--- src/rtl/robot_step_sequencer.sv ---
// rtl/robot_step_sequencer.sv - step tick, sensor reads with VGA-priority map port, step/ack handshake; option ROBOT_STEP_COUNT_EN
module robot_step_sequencer #(
    parameter int STEP_DIV    = 2,
    parameter int ROWS        = 10,
    parameter int COLS        = 20,
    parameter int ACK_TIMEOUT = 8
) (
    input  logic       clock,
    input  logic       reset,
    input  logic [5:0] robot_row,
    input  logic [5:0] robot_column,
    input  logic [2:0] robot_orientation,
    input  logic       robot_ack,
    output logic       step_en,
    output logic       head_sensor,
    output logic       left_sensor,
    output logic [5:0] mem_row,
    output logic [5:0] mem_col,
    input  logic [1:0] mem_rdata,
    input  logic       vga_req,
    input  logic [5:0] vga_row,
    input  logic [5:0] vga_col,
    output logic       vga_valid,
    output logic [1:0] vga_data,
    output logic       ack_timeout,
`ifdef ROBOT_STEP_COUNT_EN
    output logic [15:0] step_count,
`endif
    output logic       tick_overrun
);

    localparam int DIV_W = $clog2(STEP_DIV);
    localparam int TO_W  = $clog2(ACK_TIMEOUT + 1);
    localparam logic signed [6:0] ROWS_S = 7'(ROWS);
    localparam logic signed [6:0] COLS_S = 7'(COLS);

    typedef enum logic [2:0] {IDLE, RD_HEAD, WT_HEAD, RD_LEFT, WT_LEFT, STEP, WAIT_ACK} state_t;

    state_t            state, state_next;
    logic [DIV_W-1:0]  div_cnt;
    logic [TO_W-1:0]   wait_cnt;
    logic              tick;
    logic [5:0]        pos_row, pos_col, src_row, src_col;
    logic [2:0]        pos_ori, src_ori;
    logic signed [6:0] base_r, base_c, front_r, front_c, left_r, left_c;
    logic              head_out, left_out, wait_expired;

    function automatic logic off_map(input logic signed [6:0] r, input logic signed [6:0] c);
        return (r < 7'sd1) || (r > ROWS_S) || (c < 7'sd1) || (c > COLS_S);
    endfunction

    assign tick         = (div_cnt == DIV_W'(STEP_DIV - 1));
    assign wait_expired = (wait_cnt == TO_W'(ACK_TIMEOUT - 1));
    assign step_en      = (state == STEP);
    assign vga_data     = vga_valid ? mem_rdata : 2'b00;

    // RD_HEAD looks at the live pose; later states use the copy latched there.
    always_comb begin
        src_row = (state == RD_HEAD) ? robot_row         : pos_row;
        src_col = (state == RD_HEAD) ? robot_column      : pos_col;
        src_ori = (state == RD_HEAD) ? robot_orientation : pos_ori;
        base_r  = $signed({1'b0, src_row});
        base_c  = $signed({1'b0, src_col});
        front_r = base_r;
        front_c = base_c;
        left_r  = base_r;
        left_c  = base_c;
        case (src_ori)
            3'd0: begin front_r = base_r - 7'sd1; left_c = base_c - 7'sd1; end
            3'd1: begin front_r = base_r + 7'sd1; left_c = base_c + 7'sd1; end
            3'd2: begin front_c = base_c + 7'sd1; left_r = base_r - 7'sd1; end
            default: begin front_c = base_c - 7'sd1; left_r = base_r + 7'sd1; end
        endcase
        head_out = off_map(front_r, front_c);
        left_out = off_map(left_r, left_c);
    end

    always_comb begin
        mem_row = 6'd0;
        mem_col = 6'd0;
        if (vga_req) begin
            mem_row = vga_row;
            mem_col = vga_col;
        end else if (state == RD_HEAD && !head_out) begin
            mem_row = front_r[5:0];
            mem_col = front_c[5:0];
        end else if (state == RD_LEFT && !left_out) begin
            mem_row = left_r[5:0];
            mem_col = left_c[5:0];
        end
    end

    always_comb begin
        state_next = state;
        case (state)
            IDLE:     if (tick) state_next = RD_HEAD;
            RD_HEAD:  if (head_out) state_next = RD_LEFT;
                      else if (!vga_req) state_next = WT_HEAD;
            WT_HEAD:  state_next = RD_LEFT;
            RD_LEFT:  if (left_out) state_next = STEP;
                      else if (!vga_req) state_next = WT_LEFT;
            WT_LEFT:  state_next = STEP;
            STEP:     state_next = WAIT_ACK;
            WAIT_ACK: if (robot_ack || wait_expired) state_next = IDLE;
            default:  state_next = IDLE;
        endcase
    end

    always_ff @(posedge clock or negedge reset) begin
        if (!reset) state <= IDLE;
        else        state <= state_next;
    end

    always_ff @(posedge clock or negedge reset) begin
        if (!reset) begin
            div_cnt      <= '0;
            wait_cnt     <= '0;
            pos_row      <= 6'd0;
            pos_col      <= 6'd0;
            pos_ori      <= 3'd0;
            head_sensor  <= 1'b0;
            left_sensor  <= 1'b0;
            vga_valid    <= 1'b0;
            ack_timeout  <= 1'b0;
            tick_overrun <= 1'b0;
        end else begin
            div_cnt   <= tick ? '0 : div_cnt + 1'b1;
            wait_cnt  <= (state == WAIT_ACK) ? wait_cnt + 1'b1 : '0;
            vga_valid <= vga_req;
            if (tick && state != IDLE) tick_overrun <= 1'b1;
            if (state == RD_HEAD) begin
                pos_row <= robot_row;
                pos_col <= robot_column;
                pos_ori <= robot_orientation;
            end
            // Trash (10) is passable; wall (01) and reserved (11) both block.
            if (state == RD_HEAD && head_out) head_sensor <= 1'b1;
            if (state == WT_HEAD)             head_sensor <= mem_rdata[0];
            if (state == RD_LEFT && left_out) left_sensor <= 1'b1;
            if (state == WT_LEFT)             left_sensor <= mem_rdata[0];
            if (state == WAIT_ACK && !robot_ack && wait_expired) ack_timeout <= 1'b1;
        end
    end

`ifdef ROBOT_STEP_COUNT_EN
    always_ff @(posedge clock or negedge reset) begin
        if (!reset)
            step_count <= 16'd0;
        else if (state == WAIT_ACK && robot_ack && step_count != 16'hFFFF)
            step_count <= step_count + 16'd1;
    end
`endif

endmodule

--- config.mk ---
export PLATFORM = sky130hd
export DESIGN_NAME = robot_step_sequencer
export DESIGN_NICKNAME = d
export VERILOG_FILES = /design/src/rtl/robot_step_sequencer.sv
export SDC_FILE = /design/constraint.sdc
export NUM_CORES = 1
export LEC_CHECK = 0
export CAP_MARGIN = 20
export CORE_ASPECT_RATIO = 0.6
export CORE_MARGIN = 2
export CORE_UTILIZATION = 25
export CTS_CLUSTER_SIZE = 40
export DETAILED_ROUTE_END_ITERATION = 12
export GPL_TIMING_DRIVEN = 0
export HOLD_SLACK_MARGIN = 0.15
export PLACE_DENSITY = 0.4
export SLEW_MARGIN = 15
export SYNTH_ARGS = -nofsm -noshare
export SYNTH_HDL_FRONTEND = slang
export SYNTH_SLANG_ARGS = --single-unit
--- constraint.sdc ---
create_clock -name clock -period 7.9 [get_ports clock]
set_input_delay 1.58 -clock clock [delete_from_list [all_inputs] [get_ports clock]]
set_output_delay 1.58 -clock clock [all_outputs]
set_load 0.02 [all_outputs]
==> qor.txt <==
Non-Filler Cell Area, Final = 4050 um2
critical path arrival = 6060 ps
proportion of synthesized flip-flops having asynchronous set or reset = 100%
Post-Synthesis Mean Instance Area = 7.57 um2
iteration-0 DRC count of the detailed router = 275
Routed Antenna Nets = 0
CTS max path bufs = 2
Worst Path Required = 6320 ps
maximum number of pins on one net before global-route repair = 23
critical path endpoint = mem_row[3]
die area = 13900 um2
Std-Cell Rows = 32
final number of max-transition violations = 0
leakage component of the power = 1.60 nW
slowest cell on the critical path = sky130_fd_sc_hd__clkdlybuf4s50_1
number of flip-flops and latches in the synthesized netlist = 28
detailed-router iteration count before antenna repair = 5
Seq/Total Area, Yosys = 21.7%
combined flip-flop and latch cell area = 701 um2
Synth Instances = 427
count of warnings emitted by yosys = 0
number of buffers inserted during clock tree synthesis = 3
classification of the worst-slack hold path = register to register
final setup margin = 264 ps
Layout area overhead = 25.3%
cell with the most instances after synthesis = sky130_fd_sc_hd__nand2_1
CTS tree = done
cell depth of the worst flop-to-flop path = 17
cells taking the most area after synthesis = sky130_fd_sc_hd__dfrtp_1 (22%), sky130_fd_sc_hd__mux2i_1 (8.0%), sky130_fd_sc_hd__nand2_1 (6.5%)
crit share post-route = 96.7%
r2r endpoint = state[1]
dominant delay contributor by cell family on the critical path = buffers and inverters
Max Fanout on Critical Path = 10
global-route usage over all layers = 19.2%
detailed-route via count = 3503
Nets = 518
layout cell share with drive strength beyond 1 = 8.77%
number of global-route vias before repair = 3367
num ports = 53
worst path cell trace = clkdlybuf4s50_1 > mux2i_2 > inv_1 > ha_1 > nand3_1 > xnor2_1 > mux2i_1 > a31oi_1 > a2111oi_0 > nand4_1 > and4bb_1 > and3_1 > buf_4 > a22oi_1 > o21ai_0 > clkdlybuf4s50_1
maximum cell stage delay along the critical path = 700 ps
WP buf/inv = 4
slew at the pin closest to its max-slew limit = 822 ps
postcts setup bufs = 0
distinct cell type count of the synthesized netlist = 70
Diodes inserted = 0
switching share of total power = 54.5%
clk slew on worst S/H paths = 80 ps
worst reg2reg path startpoint = state[1]
synth cell count leaders = sky130_fd_sc_hd__nand2_1 (56), sky130_fd_sc_hd__nor2_1 (33), sky130_fd_sc_hd__dfrtp_1 (28)
placement-stage cell area = 3930 um2
upper clock frequency limit = 0.131 GHz
final hold violation count = 0
setup repair after global routing missed its margin = no
Post-Synthesis Net Count = 465
start point of the critical path = robot_row[0]
die extent in x = 151 um
total wire length after detailed routing = 13.1 mm
area of the multi-input gates = 2330 um2
number of fill cells in the layout = 1384
share of power burned in registers = 15.4%
Max-Cap Viols = 0
global-route wire length before repair = 20.2 mm
peak ir drop on the vdd network = 0.128 mV
total global routing overflow = 0
CP Launch Type = primary input
worst slew margin relative to its limit = 45.2%
number of antenna violations at the first check in global routing = 0
final critical delay including setup and external delays = 7640 ps
number of input and output port buffers inserted = 47
area of the placeable core = 12700 um2
detailed placement HPWL = 10.3 mm
Primary FF master, synth = sky130_fd_sc_hd__dfrtp_1
final weighted congestion of routability-driven global placement = 0.868
H-tree levels = 1
setup slack of the most critical reg-to-reg path = 3000 ps
most frequent cell on the critical path = sky130_fd_sc_hd__clkdlybuf4s50_1
total number of clock tree sinks = 28
run status = completed
total internal power = 0.000802 W
relative contribution of combinational cells to total power = 75.4%
crit path capture type = output port
pre-CTS WS = 128 ps
largest area contributor in the synthesized netlist = sky130_fd_sc_hd__dfrtp_1
Worst Clk Skew = 4.74 ps
netlist area before placement = 3230 um2
critical path start-end classification = primary input to output port
Worst Hold Slack = 456 ps
Initial Util = 25.4%
drt drc = 0
setup violation total in the final timing report = 0
Worst-Skew Late Latency = 280 ps
clock tree root driver cell = sky130_fd_sc_hd__clkbuf_16
count of flip-flops with a built-in enable after synthesis = 0
share of Yosys cell area claimed by the top area cell type = 21.7%
Clk network pwr share = 9.2%
Pwr Density = 436 nW/um2
post-route setup TNS = 0 ps
Worst path depth = 16
die boundary height = 92.1 um
power spent charging and discharging nets = 0.000962 W
detailed-route vias per instance = 5.40
routed wirelength normalized by instance count = 20.2 um
==> kinds of logic after synthesis <==
family | synth area share, %
flops | 21.7
xor+xnor | 7.04
mux | 10.8
compound gates | 21.5
buf+inv | 6.81
fa+ha+maj | 1.93
simple gates | 30.3
==> timing repair <==
action	4_1_cts	5_1_grt
hold buffers	0	0
hold endpoints to repair	0	0
resized for setup	0	3
endpoints found under the setup margin	0	9
==> area by class of cell <==
cell class,instances,share of cell area [%]
buffer,31,3.95
tap,170,5.25
sequential,28,17.3
multi-input combinational,352,57.4
clock buffer,3,1.85
clock inverter,1,0.741
inverter,16,1.48
timing repair buffer,48,12.0
==> registers in the layout, indices dropped and copies added (netlist names) <==
signal and cells:
tick_overrun 1, state 3, pos_row 6, wait_cnt 4, pos_col 6, ack_timeout 1
head_sensor 1, pos_ori 3, left_sensor 1, vga_valid 1, div_cnt 1
==> worst min path at each step <==
stage | startpoint | to | slack, ps | depth (start not counted)
finish | div_cnt | div_cnt | 460 | 1
global placement | div_cnt | div_cnt | 440 | 1
detailed placement | div_cnt | div_cnt | 440 | 1
floorplan | div_cnt | div_cnt | 410 | 1
CTS | div_cnt | div_cnt | 460 | 1
global route | div_cnt | div_cnt | 460 | 1
==> layout by cell type (no fill, tap or decap), types with 4 or more instances in the layout <==
cell type / instances
sky130_fd_sc_hd__and3_1: 5
sky130_fd_sc_hd__nor3b_1: 10
sky130_fd_sc_hd__nand3b_1: 5
sky130_fd_sc_hd__dfrtp_1: 28
sky130_fd_sc_hd__nor3_1: 21
sky130_fd_sc_hd__xor2_1: 13
sky130_fd_sc_hd__mux2i_1: 25
sky130_fd_sc_hd__nand2b_1: 7
sky130_fd_sc_hd__clkdlybuf4s50_1: 46
sky130_fd_sc_hd__xnor2_1: 13
sky130_fd_sc_hd__clkbuf_1: 17
sky130_fd_sc_hd__inv_1: 16
sky130_fd_sc_hd__nor2b_1: 5
sky130_fd_sc_hd__a31oi_1: 5
sky130_fd_sc_hd__o21ai_0: 22
sky130_fd_sc_hd__and2_1: 7
sky130_fd_sc_hd__nand2_1: 56
sky130_fd_sc_hd__nor2_1: 33
sky130_fd_sc_hd__a22oi_1: 6
sky130_fd_sc_hd__a21oi_1: 18
sky130_fd_sc_hd__buf_2: 8
sky130_fd_sc_hd__nor4_1: 4
sky130_fd_sc_hd__mux2_2: 4
sky130_fd_sc_hd__ha_1: 5
sky130_fd_sc_hd__nand3_1: 17
==> power by group through the flow <==
stage / clock, W / sequential (W) / combinational [W]
final: 0.000163 / 0.000272 / 0.00133
after global routing: 0.000170 / 0.000278 / 0.00144
after CTS: 0.000168 / 0.000269 / 0.00129
after detailed placement: 0 / 0.000270 / 0.00129
after global placement: 0 / 0.000271 / 0.00129
after floorplan: 0 / 0.000251 / 0.000911
==> worst reg2reg max path, cell delays in order (launching register included) <==
cell                       delay, ps
sky130_fd_sc_hd__dfrtp_1         470
sky130_fd_sc_hd__nor3b_1         230
sky130_fd_sc_hd__buf_2           380
sky130_fd_sc_hd__buf_2           370
sky130_fd_sc_hd__buf_2           340
sky130_fd_sc_hd__mux2i_1         270
sky130_fd_sc_hd__ha_1            340
sky130_fd_sc_hd__nor3b_1         380
sky130_fd_sc_hd__mux2_2          270
sky130_fd_sc_hd__nand2_1          70
sky130_fd_sc_hd__a21oi_1         190
sky130_fd_sc_hd__xnor2_1         140
sky130_fd_sc_hd__nor4_1          300
sky130_fd_sc_hd__and4bb_1        300
sky130_fd_sc_hd__and3_1          190
sky130_fd_sc_hd__buf_4           170
sky130_fd_sc_hd__o21ai_1         210
sky130_fd_sc_hd__a31oi_1         140
==> routing by layer <==
layer / part of all wire [%] / GRT usage (%) / wire length (um) / up-vias
li1: - / - / - / 1651
met1: 56 / 33.0 / 7320 / 1705
met2: 37 / 24.1 / 4820 / 141
met3: 7.0 / 3.33 / 923 / 6
met4: 0.55 / 2.34 / 72 / 0
met5: 0 / 0 / 0 / -
==> stage by stage <==
stage,power [W],instances,util (%)
6_report,0.00176,649,31.8
5_1_grt,0.00189,649,31.8
4_1_cts,0.00173,649,31.7
3_5_place_dp,0.00156,645,30.9
3_3_place_gp,0.00156,644,30.8
2_1_floorplan,0.00116,427,-
Power figures use the tool's default switching activity.
